==> config.mk <==
export PLATFORM = sky130hd
export DESIGN_NAME = operand_read
export DESIGN_NICKNAME = d
export VERILOG_FILES = /design/src/rtl/operand_read.sv
export SDC_FILE = /design/constraint.sdc
export NUM_CORES = 1
export LEC_CHECK = 0
export ABC_CLOCK_PERIOD_IN_PS = 2500
export BUFFER_PORTS_ARGS = -buffer_cell sky130_fd_sc_hd__buf_4
export CAP_MARGIN = 20
export CORE_MARGIN = 2
export CORE_UTILIZATION = 43
export CTS_CLUSTER_DIAMETER = 80
export DETAILED_ROUTE_END_ITERATION = 12
export PLACE_DENSITY = 0.79
export SYNTH_ARGS = -nofsm -noshare
export SYNTH_HDL_FRONTEND = slang
export SYNTH_SLANG_ARGS = --single-unit
==> constraint.sdc <==
create_clock -name clk -period 2.5 [get_ports clk]
set_input_delay 0.25 -clock clk [delete_from_list [all_inputs] [get_ports clk]]
set_output_delay 0.25 -clock clk [all_outputs]
set_load 0.05 [all_outputs]
==> src/rtl/operand_read.sv <==
// ---------------------------------------------------------------------------
// operand_read
//   Reads an A/B operand pair from an 8-entry register file over two cycles
//   (A first, then B) and holds the pair until the downstream stage takes it.
//   A register-file write in the same cycle as a read of that register is
//   bypassed, so the operand always sees the newest value.
//
// Ports
//   clk, reset             clock, asynchronous active-high reset
//   req_valid/req_ready    request handshake (readnum_a/readnum_b captured)
//   readnum_a, readnum_b   register numbers for operands A and B
//   reg0..reg7             current register file contents
//   write, writenum,
//   write_data             register file write port, observed for bypass
//   A_out, B_out           operand pair (registered)
//   out_valid/out_ready    result handshake; out_valid high only in HOLD
//   busy                   high in every state except IDLE
// ---------------------------------------------------------------------------
module operand_read #(
    parameter int WIDTH = 16
) (
    input  logic             clk,
    input  logic             reset,
    input  logic             req_valid,
    output logic             req_ready,
    input  logic [2:0]       readnum_a,
    input  logic [2:0]       readnum_b,
    input  logic [WIDTH-1:0] reg0,
    input  logic [WIDTH-1:0] reg1,
    input  logic [WIDTH-1:0] reg2,
    input  logic [WIDTH-1:0] reg3,
    input  logic [WIDTH-1:0] reg4,
    input  logic [WIDTH-1:0] reg5,
    input  logic [WIDTH-1:0] reg6,
    input  logic [WIDTH-1:0] reg7,
    input  logic             write,
    input  logic [2:0]       writenum,
    input  logic [WIDTH-1:0] write_data,
    output logic [WIDTH-1:0] A_out,
    output logic [WIDTH-1:0] B_out,
    output logic             out_valid,
    input  logic             out_ready,
    output logic             busy
);

    typedef enum logic [1:0] {IDLE, READ_A, READ_B, HOLD} state_t;

    state_t           state_q;
    logic [2:0]       num_a_q, num_b_q;
    logic [WIDTH-1:0] a_q, b_q;

    logic [WIDTH-1:0] regs [8];
    logic [2:0]       rd_num;
    logic [WIDTH-1:0] rd_data_d;
    logic             accept;

    assign regs[0] = reg0;
    assign regs[1] = reg1;
    assign regs[2] = reg2;
    assign regs[3] = reg3;
    assign regs[4] = reg4;
    assign regs[5] = reg5;
    assign regs[6] = reg6;
    assign regs[7] = reg7;

    // A new request may start from IDLE, or from HOLD in the same cycle the
    // current pair is consumed (one pair every three cycles).
    assign req_ready = (state_q == IDLE) || ((state_q == HOLD) && out_ready);
    assign accept    = req_valid && req_ready;

    // One shared read port: READ_A uses the A number, READ_B the B number.
    // The mux value is only loaded in those two states.
    assign rd_num    = (state_q == READ_A) ? num_a_q : num_b_q;
    assign rd_data_d = (write && (writenum == rd_num)) ? write_data : regs[rd_num];

    always_ff @(posedge clk or posedge reset) begin
        if (reset) begin
            state_q <= IDLE;
            num_a_q <= '0;
            num_b_q <= '0;
            a_q     <= '0;
            b_q     <= '0;
        end else begin
            case (state_q)
                IDLE: begin
                    if (accept) begin
                        num_a_q <= readnum_a;
                        num_b_q <= readnum_b;
                        state_q <= READ_A;
                    end
                end
                READ_A: begin
                    a_q     <= rd_data_d;
                    state_q <= READ_B;
                end
                READ_B: begin
                    b_q     <= rd_data_d;
                    state_q <= HOLD;
                end
                HOLD: begin
                    if (out_ready) begin
                        if (req_valid) begin
                            num_a_q <= readnum_a;
                            num_b_q <= readnum_b;
                            state_q <= READ_A;
                        end else begin
                            state_q <= IDLE;
                        end
                    end
                end
                default: state_q <= IDLE;
            endcase
        end
    end

    assign A_out     = a_q;
    assign B_out     = b_q;
    assign out_valid = (state_q == HOLD);
    assign busy      = (state_q != IDLE);

endmodule

After elaboration in Yosys (flattened, before gate mapping):

Cells that the tools add are included.

* add/sub/neg operators: 0
* multiply operators: 0
* div/mod/pow operators: 0
* $lt $le $gt $ge: 1
* equal/unequal tests: 7
* shift-type cells: 0
* mux-type cells: 17
* bitwise gates (word level): 1
* reductions and logical operators: 9

Operator list (count)
* $bmux 16 s3: 1
* $mux 16: 3
* $mux 3: 7
* $pmux 3 s2: 2
* $pmux 2 s4: 1
* $eq 2x2->1 const B: 2
* $ge 4x4->1 const B: 1
* $mux 2: 2
* $ne 2x2->1 const B: 2
* $not 3->4: 1
* $reduce_and 4->1: 1
* $reduce_bool 2->1: 2
* $eq 3x3->1: 1
* $logic_and 1x1->1: 3
* $eq 2x1->1 const B: 1
* $logic_not 2->1: 1
* $ne 2x1->1 const B: 1
* $reduce_and 2->1: 1
* $logic_or 1x1->1: 1
* $mux 1: 1

* bits in registers: 40
* bits in latches: 0
* RAM bits: 0
* ROM bits: 0
* bits of input ports: 158
* output and inout port bits: 35
* word-level logic and storage cells: 40
* memories kept: 0

Logic depth before layout (Yosys ltp):

Gate-level depths: netlist (run 1).

* depth in word-level cells: 7
* mapped depth: 10
* gate-level depth less buffers: 7

Worst setup path before layout (run 1):

Ideal clock, no wire load.

* path kind: flip-flop to flip-flop
* start point: register state_q[1]
* end point: register a_q[10] (netlist: A_out[10])
* setup time: 0.141 ns
* arrival time: 2.246 ns
* data required time: 2.359 ns
* slack: 0.113 ns
* cell stages (with the launch flop): 10
* buffers on the path: 2
* clock period less this slack: 2.387 ns
* cells stage by stage: dfrtp_1 > inv_1 > ha_1 > mux2i_2 > xnor2_1 > or4b_1 > buf_2 > buf_6 > o22ai_1 > a31oi_1

* longest elaborated chain between the ends: 7
* elaborated cells on any way between the ends: 9
* those cells by class: eq/ne (2); mux (5); bitwise (1); reduce/logical (1)

Ends and longest elaborated chain
* from (decl): RTL line 48 `state_t state_q;`
* from (signal assigned): RTL line 78 `state_q <= IDLE;`
* from (signal assigned): RTL line 89 `state_q <= READ_A;`
* from (signal assigned): RTL line 94 `state_q <= READ_B;`
* $eq 2x1->1 (*): RTL line 73, 84
* $mux 3: RTL line 73 `assign rd_num = (state_q == READ_A) ? num_a_q : num_b_q;`
* $not 3->4 (not written as such): RTL line 74 `assign rd_data_d = (write && (writenum == rd_num)) ? write_data : regs[rd_num];`
* $bmux 16 s3: RTL line 74
* $mux 16 (not written as such) (2 in series): RTL line 74
* $mux 16: RTL line 74
* to (signal assigned): RTL line 93 `a_q <= rd_data_d;`
* to (decl): RTL line 50 `logic [WIDTH-1:0] a_q, b_q;`

Mark *: on every way between the ends. The rest lies on a longest branch, timed or not. The select of a mux whose other input is x is not followed.
A chain may end at the register's enable or synchronous reset.

Worst setup path in the final report (run 1):

* start point: register state_q[1]
* end point: register b_q[15] (netlist: B_out[15])

* longest elaborated chain between the ends: 7
* elaborated cells on any way between the ends: 10
* those cells by class: eq/ne (3); mux (5); bitwise (1); reduce/logical (1)

Ends and longest elaborated chain
* $eq 2x1->1: RTL line 73
* $mux 3: RTL line 73
* $not 3->4 (not written as such): RTL line 74
* $bmux 16 s3: RTL line 74
* $mux 16 (not written as such) (2 in series): RTL line 74
* $mux 16: RTL line 74
* to (signal assigned): RTL line 97 `b_q <= rd_data_d;`
* to (decl): RTL line 50

Several ways; a longest one is shown, not always the timed one. The select of a mux whose other input is x is not followed.

==> out/summary.txt, run 1 <==
Maximum capacitance violations = 0
Fin nets = 881
Count of input and output buffers = 192
Measured slew at the worst slew-check pin = 0.687 ns
Total power after layout = 0.00856 W
Depth of the critical timing path with buffers and inverters included = 8
Setup slack after layout = 0.143 ns
Clock transition at the registers of the reported paths = 0.08 ns
Worst setup skew after layout = 0.0108 ns
Root buf cell = sky130_fd_sc_hd__clkbuf_8
Worst path slowest cell = sky130_fd_sc_hd__mux2_2
Sum of met2 wire segment lengths after detailed routing = 7510 microns
Max Freq = 0.424 GHz
CP Max Fanout = 20
Total via count after detailed routing = 5027
Sinks on the clock net = 40
Critical path, cell by cell = inv_1 > ha_4 > buf_4 > mux2_2 > buf_4 > a31oi_1 > o2bb2ai_1 > o21ai_1
Cell area after layout = 0.00561 sq mm
Met3 Routed Length = 1080 microns
Half-perimeter wire length after placement = 11200 microns
Number of hold buffers added after CTS = 0
Combined global-route utilization of all metal layers = 29.1%
Post-layout min period = 2.36 ns
Area of the placeable core = 0.00881 sq mm
Y dimension of the die = 99.6 microns
Top-Level Pins = 193
Sequential-to-total area share from yosys stat = 25.5%
Yosys warning total = 0
Worst hold margin = 0.0639 ns
Diode insertion count for antenna repair = 0
Average instance area after synthesis = 7.17 sq um
Launch point of the worst reg-to-reg path = state_q[1]
Number of buffers created by CTS = 5
Post-synthesis instance area = 0.00393 sq mm
Area of the multi-input gates = 0.00271 sq mm
Endpoint of the worst setup timing path = B_out[15]
Worst setup path startpoint = state_q[1]
Critical path class = reg -> reg
Routed vias/inst = 6.09
R2R Setup Slk = 0.14 ns
Number of design rule violations left after detail routing = 0
Initial antenna violation count = 0
Net Count, Synth = 711
Final Cycle Share = 94.3%
Post-synthesis cell count = 548
Footprint of the flip-flops and latches = 0.00100 sq mm
Share of cells above drive strength 1 = 33.4%
Site row count = 34
Count of pins over their slew limit = 0
Number of setup violations in the final report = 0
CTS max path bufs = 2
Critical path data required time = 2.67 ns
Insertion delay of the later-clocked pin in the worst-skew pair = 0.30 ns
Post-Route Utilization = 63.7%
Data arrival at the endpoint of the critical path = 2.53 ns
Slew Limit Headroom = 54.1%
Most common cell after layout, fill and taps aside = sky130_fd_sc_hd__buf_4
Floorplan die area = 0.00992 sq mm
Average wire per cell in the routed design = 18.2 microns
Most frequent cells in the layout = sky130_fd_sc_hd__buf_4, sky130_fd_sc_hd__nand2b_1, sky130_fd_sc_hd__nor2_1
Number of cells on the worst reg-to-reg path = 8
DP Worst Slack = -0.00953 ns
Result of the run = finished clean
Violation count after the first detailed-routing iteration = 394
Startpoint type of the worst setup path = flop
Pin count of the biggest net entering global routing = 49
Endpoint of the lowest-slack register-to-register path = B_out[15]
Hold Fails Final Rpt = 0
TritonRoute pass-1 iters = 5
Filler Cells Inserted = 782
Endpoint type of the worst setup path = flop
Worst path buffer plus inverter count = 3
Layout area overhead = 42.7%
Unrepaired setup endpoints after global routing = no
Horiz. Die Dim = 99.6 microns
Critical Path Max Stage Delay = 0.49 ns
Leak = 2.41 nW
Routed met1 length = 6160 microns
Most numerous cell on the critical path = sky130_fd_sc_hd__buf_4
H-Tree Level Count = 2
Remaining global-route overflow = 0
Weighted congestion at the end of routability-driven global placement = 0.817
Number of synthesized register bits = 40
Highest metal layer with signal wires = met4
Vias in the first global route = 4747
Class of the most critical hold timing path = in -> async
Antenna violation net count after detailed routing = 0
Max rail drop VDD = 0.888 mV
Placement Cell Area = 0.00548 sq mm
Starting Density = 44.6%
Gate family responsible for the most delay along the worst path = compound AO/OA/AOI/OAI gates
TritonCTS clock tree = done
Power density relative to cell area = 1530 mW/mm^2
Drt total wl = 15100 microns
First-pass GRT wire length = 23300 microns
Distinct cells, synth = 33
==> worst min-delay path by stage <==
| stage | to | slack [ns] | depth (start not counted) | start |
|---|---|---|---|---|
| 2_1_floorplan | num_a_q[0] | 0.40 | 1 | readnum_a[0] |
| 3_3_place_gp | B_out[3] | 0.37 | 2 | reset |
| 3_5_place_dp | B_out[3] | 0.38 | 2 | reset |
| 4_1_cts | B_out[3] | 0.07 | 2 | reset |
| 5_1_grt | B_out[3] | 0.09 | 2 | reset |
| 6_report | B_out[3] | 0.06 | 2 | reset |
==> synth_stat cells <==
cell	instances	area (sq um)
sky130_fd_sc_hd__ha_1	5	62.6
sky130_fd_sc_hd__a221oi_1	1	8.76
sky130_fd_sc_hd__a22o_1	1	8.76
sky130_fd_sc_hd__nand2b_1	93	582
sky130_fd_sc_hd__or4b_1	1	10.0
sky130_fd_sc_hd__dfrtp_1	40	1000
sky130_fd_sc_hd__o2bb2ai_1	1	8.76
sky130_fd_sc_hd__o22ai_1	31	194
sky130_fd_sc_hd__a22oi_1	31	233
sky130_fd_sc_hd__mux2i_1	1	10.0
sky130_fd_sc_hd__buf_2	5	25.0
sky130_fd_sc_hd__o221ai_1	30	263
sky130_fd_sc_hd__a21oi_1	48	240
sky130_fd_sc_hd__mux2i_4	1	22.5
sky130_fd_sc_hd__buf_1	1	3.75
sky130_fd_sc_hd__mux2_2	9	101
sky130_fd_sc_hd__o21ai_0	33	165
sky130_fd_sc_hd__clkbuf_1	43	161
sky130_fd_sc_hd__o21bai_1	1	7.51
sky130_fd_sc_hd__nor2_1	91	342
sky130_fd_sc_hd__nor4b_4	1	23.8
sky130_fd_sc_hd__buf_6	3	33.8
sky130_fd_sc_hd__inv_1	5	18.8
sky130_fd_sc_hd__inv_2	1	3.75
sky130_fd_sc_hd__xnor2_1	3	26.3
sky130_fd_sc_hd__and2_1	2	12.5
sky130_fd_sc_hd__o211ai_1	1	7.51
sky130_fd_sc_hd__nand2_1	24	90.1
sky130_fd_sc_hd__a31oi_1	33	206
sky130_fd_sc_hd__mux2i_2	1	13.8
sky130_fd_sc_hd__o21ai_1	3	15.0
sky130_fd_sc_hd__nor2b_1	3	18.8
sky130_fd_sc_hd__a2111oi_0	1	8.76
==> layout make-up <==
type                    count  area share (%)
inverters                   6           0.402
multi-input cells         450            48.3
repair buffers            215            29.5
clock buffers               5            1.23
flip-flops and latches     40            17.9
clock inverters             2           0.223
well taps                 108            2.41
==> report_power, final <==
part / internal, W / switching, W / leakage, nW / total [W]
logic: 0.00244 / 0.00443 / 1.91 / 0.00687
registers: 0.00101 / 0.000263 / 0.454 / 0.00127
clock network: 0.000189 / 0.000227 / 0.0400 / 0.000416
==> per-stage QoR <==
| stage | instances | TNS (ns) |
|---|---|---|
| finish | 826 | 0 |
| global route | 826 | 0 |
| CTS | 822 | 0 |
| detailed placement | 815 | -0.0191 |
| global placement | 815 | 0 |
| floorplan | 548 | 0 |
==> state kept, by name, summed over array words and instances, names as in the netlist <==
| register | count |
|---|---|
| A_out | 16 |
| num_a_q | 3 |
| state_q | 2 |
| B_out | 16 |
| num_b_q | 3 |
==> kinds of logic after synthesis <==
| family | Yosys count | synth area share (%) |
|---|---|---|
| AOI/OAI and AO/OA | 215 | 34.8 |
| muxes | 12 | 3.76 |
| xor gates and xnor gates | 3 | 0.669 |
| and+or+nand+nor | 215 | 27.5 |
| buffers and inverters | 58 | 6.27 |
| adders and majority gates | 5 | 1.59 |
| DFF | 40 | 25.5 |
==> worst register-to-register path, cell delays in order, from the launching register on <==
cell and delay [ns]:
sky130_fd_sc_hd__dfrtp_1 0.38, sky130_fd_sc_hd__inv_1 0.15, sky130_fd_sc_hd__ha_4 0.25, sky130_fd_sc_hd__buf_4 0.13, sky130_fd_sc_hd__mux2_2 0.49, sky130_fd_sc_hd__buf_4 0.27
sky130_fd_sc_hd__a31oi_1 0.20, sky130_fd_sc_hd__o2bb2ai_1 0.23, sky130_fd_sc_hd__o21ai_1 0.14
==> per-layer routing <==
| layer | global-route usage, % | vias to the layer above |
|---|---|---|
| met3 | 4.43 | 25 |
| met4 | 9.27 | 0 |
| met1 | 37.3 | 2393 |
| met2 | 50.4 | 276 |
| li1 | - | 2333 |
| met5 | 0 | - |
==> timing repair <==
action / CTS / global route
pin swaps: 0 / 1
hold endpoints to repair: 0 / 0
setup buffers: 0 / 4
gates resized for setup: 1 / 1
setup endpoints to repair: 1 / 23
Note: power is estimated with default switching activity, not from simulation.
==> run 2: changes to the inputs <==
- BUFFER_PORTS_ARGS: -buffer_cell sky130_fd_sc_hd__buf_4 -> not set
- CORE_MARGIN: 2 -> not set
- CORE_UTILIZATION: 43 -> 50
- DONT_BUFFER_PORTS: not set -> 1
==> run 2 against run 1 <==
Against the previous run: cell area is 25% lower; die area is 17% lower; sequential share of layout area is 6.0 points higher; utilization is 6.9 points lower; wire length is 11% lower; worst hold slack better by 0.041 ns; register-to-register slack hardly changed; first-iteration DRC count is 2.3% lower; total power is 5.6% lower; via count is 15% lower; largest cell class unchanged.
==> out/summary.txt, run 2 (synthesis results as in run 1) <==
Root buf cell = sky130_fd_sc_hd__clkbuf_8
Diode insertion count for antenna repair = 0
Routed met1 length = 5140 microns
Max rail drop VDD = 0.944 mV
Drt total wl = 13400 microns
Share of cells above drive strength 1 = 9.16%
Highest metal layer with signal wires = met4
Worst hold margin = 0.105 ns
Hold Fails Final Rpt = 0
Cell area after layout = 0.00421 sq mm
Postcts setup bufs = 0
Sum of met2 wire segment lengths after detailed routing = 6310 microns
Area of the multi-input gates = 0.00271 sq mm
Filler Cells Inserted = 700
Worst setup skew after layout = 0.00590 ns
Area of the placeable core = 0.00741 sq mm
Violation count after the first detailed-routing iteration = 385
Y dimension of the die = 90.6 microns
Half-perimeter wire length after placement = 9850 microns
Top-Level Pins = 193
Fin nets = 687
Number of design rule violations left after detail routing = 0
Footprint of the flip-flops and latches = 0.00100 sq mm
Number of buffers created by CTS = 5
Clock transition at the registers of the reported paths = 0.07 ns
H-Tree Level Count = 2
CTS max path bufs = 2
Number of setup violations in the final report = 0
Average wire per cell in the routed design = 21.6 microns
Endpoint type of the worst setup path = flop
Result of the run = finished clean
Count of input and output buffers = 0
Slew Limit Headroom = 58.3%
Maximum capacitance violations = 0
Data arrival at the endpoint of the critical path = 2.50 ns
CP Max Fanout = 32
TritonCTS clock tree = done
Routed vias/inst = 6.88
Final Cycle Share = 94.7%
Site row count = 31
Antenna violation net count after detailed routing = 0
First-pass GRT wire length = 20700 microns
Most common cell after layout, fill and taps aside = sky130_fd_sc_hd__nand2b_1
Combined global-route utilization of all metal layers = 31.7%
Leak = 1.50 nW
Post-layout min period = 2.37 ns
Floorplan die area = 0.00822 sq mm
Horiz. Die Dim = 90.6 microns
Total via count after detailed routing = 4288
Insertion delay of the later-clocked pin in the worst-skew pair = 0.29 ns
Critical path data required time = 2.63 ns
Met3 Routed Length = 1440 microns
Power density relative to cell area = 1920 mW/mm^2
Class of the most critical hold timing path = in -> reg
Weighted congestion at the end of routability-driven global placement = 0.893
Placement Cell Area = 0.00405 sq mm
Count of pins over their slew limit = 0
Starting Density = 53.0%
Layout area overhead = 7.07%
Pin count of the biggest net entering global routing = 54
Measured slew at the worst slew-check pin = 0.626 ns
Most frequent cells in the layout = sky130_fd_sc_hd__nand2b_1, sky130_fd_sc_hd__nor2_1, sky130_fd_sc_hd__a21oi_1
Sinks on the clock net = 40
TritonRoute pass-1 iters = 6
Startpoint type of the worst setup path = flop
Unrepaired setup endpoints after global routing = no
Remaining global-route overflow = 0
Critical path class = reg -> reg
Vias in the first global route = 4077
Initial antenna violation count = 0
Max Freq = 0.422 GHz
[run 2: cell types whose count changed in the layout (fill, tap and decap cells not counted), sizes merged]
| cell | previous run | this run |
|---|---|---|
| dlygate4sd3 | 0 | 1 |
| clkinvlp | 1 | 0 |
| bufinv | 0 | 2 |
| buf | 215 | 20 |
| clkinv | 1 | 0 |
[run 2: final timing paths]
kind | end | start | slack [ns] | cells past startpoint
min in group asynchronous | A_out[4] | reset | 0.53 | 3
worst max register to register | A_out[3] | state_q[1] | 0.13 | 8
max in group asynchronous | num_b_q[0] | reset | 1.59 | 3
worst min-delay path | num_b_q[2] | readnum_b[2] | 0.10 | 1
worst min register to register | num_b_q[1] | num_b_q[1] | 0.60 | 1
worst max-delay path | A_out[3] | state_q[1] | 0.13 | 8
[run 2: power by group]
group	switching, W	leakage, nW	internal, W	total, W
clock network	0.000224	0.0642	0.000393	0.000617
registers	0.00127	0.454	0.000989	0.00225
logic	0.00329	0.983	0.00193	0.00521
[run 2: critical path, cell delays in order (launching register included)]
cell and delay (ns):
sky130_fd_sc_hd__dfrtp_1 0.44, sky130_fd_sc_hd__inv_2 0.12, sky130_fd_sc_hd__ha_4 0.21, sky130_fd_sc_hd__mux2i_4 0.26, sky130_fd_sc_hd__xnor2_1 0.13, sky130_fd_sc_hd__or4b_1 0.55
sky130_fd_sc_hd__buf_6 0.21, sky130_fd_sc_hd__o22ai_1 0.19, sky130_fd_sc_hd__a31oi_1 0.08
[run 2: metrics by stage]
step                util (%)  setup TNS, ns  std cells  worst slack [ns]  total power, W
global placement        54.7              0        615             0.148         0.00717
finish                  56.8              0        623             0.132         0.00809
global route            56.8              0        623            0.0333         0.00865
CTS                     56.7              0        623            0.0633         0.00802
floorplan                  -              0        548             0.113         0.00597
detailed placement      54.7       -0.00100        615          -0.00100         0.00739
[run 2: metal layers]
layer  global-route usage (%)  vias to the layer above
li1                         -                     1940
met1                     37.8                     2004
met2                     51.6                      295
met3                     9.93                       49
met4                     15.3                        0
met5                        0                        -
[run 2: what timing repair did]
| item | CTS | global route |
|---|---|---|
| cloned | 0 | 0 |
| endpoints found under the setup margin | 1 | 19 |
| hold buffers | 1 | 0 |
| resized for setup | 1 | 3 |
| endpoints found under the hold margin | 40 | 0 |
[run 2: final cells by class]
cell class                      count  share of cell area, %
Multi-Input combinational cell    450                   64.5
Sequential cell                    40                   23.9
Timing Repair Buffer               21                   5.09
Tap cell                           99                   2.94
Clock buffer                        5                   1.64
Clock inverter                      2                   1.43
Inverter                            6                  0.535
==> run 3: changes to the inputs <==
- CTS_CLUSTER_DIAMETER: 80 -> 200
- SETUP_SLACK_MARGIN: not set -> 0.3
==> run 3 against run 2 <==
Against the previous run: first-iteration DRC count rose by 4.2%; non-clock buffer count grew 5; worst hold slack hardly changed; total power is 2.4% higher; critical path depth is the same; via count is 1.1% higher; clock skew is 0.0027 ns higher; largest cell class unchanged.
==> out/summary.txt, run 3 (synthesis results as in run 1) <==
Endpoint of the worst hold path = num_b_q[1]
Data arrival at the endpoint of the critical path = 2.43 ns
Y dimension of the die = 90.6 microns
Number of buffers created by CTS = 5
Switching power = 0.00492 W
Combined global-route utilization of all metal layers = 32.0%
Initial antenna violation count = 0
Startpoint type of the worst setup path = flop
Max rail drop VDD = 1.06 mV
Site row count = 31
WHS Path Cells = 1
Internal power = 0.00336 W
Post-layout min period = 2.27 ns
Fin nets = 693
Area of the placeable core = 0.00741 sq mm
Count of input and output buffers = 0
CTS max path bufs = 2
Antenna violation net count after detailed routing = 0
Worst path buffer plus inverter count = 2
Vias in the first global route = 4090
Measured slew at the worst slew-check pin = 0.676 ns
Weighted congestion at the end of routability-driven global placement = 0.923
Count of pins over their slew limit = 0
Launch point of the worst reg-to-reg path = state_q[1]
Total via count after detailed routing = 4337
Clock share of power = 6.7%
Cell area after layout = 0.00433 sq mm
Result of the run = finished clean
Layout area overhead = 10.1%
Unrepaired setup endpoints after global routing = yes
Top-Level Pins = 193
Class of the most critical hold timing path = in -> reg
Average wire per cell in the routed design = 22.0 microns
Placement Cell Area = 0.00401 sq mm
Critical path data required time = 2.66 ns
R2R Setup Slk = 0.23 ns
Insertion delay of the later-clocked pin in the worst-skew pair = 0.30 ns
Violation count after the first detailed-routing iteration = 401
Starting Density = 53.0%
Most frequent cells in the layout = sky130_fd_sc_hd__nand2b_1, sky130_fd_sc_hd__nor2_1, sky130_fd_sc_hd__a21oi_1
Half-perimeter wire length after placement = 9910 microns
Source of the worst hold timing path = readnum_b[1]
Clock transition at the registers of the reported paths = 0.09 ns
Critical path, cell by cell = inv_2 > ha_4 > mux2i_4 > xnor2_2 > or4b_4 > buf_12 > o22ai_1 > a31oi_1
Worst path slowest cell = sky130_fd_sc_hd__or4b_4
Remaining global-route overflow = 0
Number of cells on the worst reg-to-reg path = 8
Share of cells above drive strength 1 = 14.1%
Worst setup skew after layout = 0.00859 ns
Leak = 1.55 nW
Floorplan die area = 0.00822 sq mm
H-Tree Level Count = 2
Critical path class = reg -> reg
Post-Route Utilization = 58.4%
Gate family responsible for the most delay along the worst path = simple AND/OR/NAND/NOR gates
Net switching fraction of the power = 59.4%
Routed vias/inst = 6.88
Critical Path Max Stage Delay = 0.56 ns
First-pass GRT wire length = 21000 microns
Pin count of the biggest net entering global routing = 65
Horiz. Die Dim = 90.6 microns
Slew Limit Headroom = 54.9%
TritonRoute pass-1 iters = 5
TritonCTS clock tree = done
Accumulated negative setup slack = 0 ns
Drt total wl = 13800 microns
Hold Fails Final Rpt = 0
Power density relative to cell area = 1910 mW/mm^2
Max Freq = 0.441 GHz
Endpoint of the lowest-slack register-to-register path = B_out[6]
Part of the total power dissipated in combinational logic = 66.2%
Number of design rule violations left after detail routing = 0
Endpoint type of the worst setup path = flop
Number of setup violations in the final report = 0
Fraction of power consumed by sequential logic = 27.1%
Most common cell after layout, fill and taps aside = sky130_fd_sc_hd__nand2b_1
Final Cycle Share = 90.7%
Sinks on the clock net = 40
Diode insertion count for antenna repair = 0
CP Max Fanout = 32
Root buf cell = sky130_fd_sc_hd__clkbuf_8
Maximum capacitance violations = 0
## run 3: cell count changes in the layout (fill, tap and decap cells not counted), moves of 2 or more
cell and delta:
sky130_fd_sc_hd__o22ai_2 +5, sky130_fd_sc_hd__a21oi_1 -6, sky130_fd_sc_hd__clkinv_4 +2, sky130_fd_sc_hd__a21oi_2 +6, sky130_fd_sc_hd__xnor2_1 -3, sky130_fd_sc_hd__o22ai_1 -5
sky130_fd_sc_hd__buf_12 -3, sky130_fd_sc_hd__a22oi_1 -2, sky130_fd_sc_hd__buf_4 +7, sky130_fd_sc_hd__a22oi_2 +2, sky130_fd_sc_hd__xnor2_2 +3
## run 3: per-stage QoR
step	hold slack (ns)	power, W	setup slack [ns]	instances
2_1_floorplan	0.401	0.00603	0.316	548
3_3_place_gp	0.298	0.00707	0.139	614
3_5_place_dp	0.315	0.00725	0.0343	614
4_1_cts	0.0967	0.00791	0.295	627
5_1_grt	0.0903	0.00884	0.162	630
6_report	0.105	0.00828	0.233	630
## run 3: how the worst max path moves through the flow
stage	startpoint	endpoint	slack, ns	cells after the start
3_3_place_gp	state_q[1]	B_out[8]	0.14	8
5_1_grt	state_q[1]	B_out[6]	0.16	8
4_1_cts	state_q[1]	B_out[9]	0.30	9
3_5_place_dp	state_q[1]	B_out[4]	0.03	8
2_1_floorplan	state_q[1]	A_out[10]	0.32	9
6_report	state_q[1]	B_out[6]	0.23	8
## run 3: repair_timing
action / in CTS / in global routing
cloned: 0 / 1
hold buffers: 1 / 0
endpoints found under the hold margin: 32 / 0
buffers inserted: 4 / 2
endpoints found under the setup margin: 32 / 33
resized for setup: 8 / 20
pin swaps: 0 / 0
## run 3: cell type report
cell class,count,area [sq um]
Inverter,6,22.5
Fill cell,686,3080
Clock buffer,5,68.8
Timing Repair Buffer,26,218
Multi-Input combinational cell,451,2840
Sequential cell,40,1000
Tap cell,99,124
Clock inverter,3,47.5
## run 3: power by group through the flow
stage	Sequential (W)	Combinational, W	Clock [W]
floorplan	0.00213	0.00389	0
global placement	0.00223	0.00485	0
detailed placement	0.00224	0.00501	0
CTS	0.00222	0.00513	0.000563
global route	0.00228	0.00598	0.000589
finish	0.00224	0.00548	0.000554
## run 3: per-layer routing
metal / routed length (microns) / global-route usage, %
met5: 0 / 0
met3: 1630 / 11.1
met1: 5390 / 39.3
met2: 6340 / 51.1
met4: 490 / 12.9
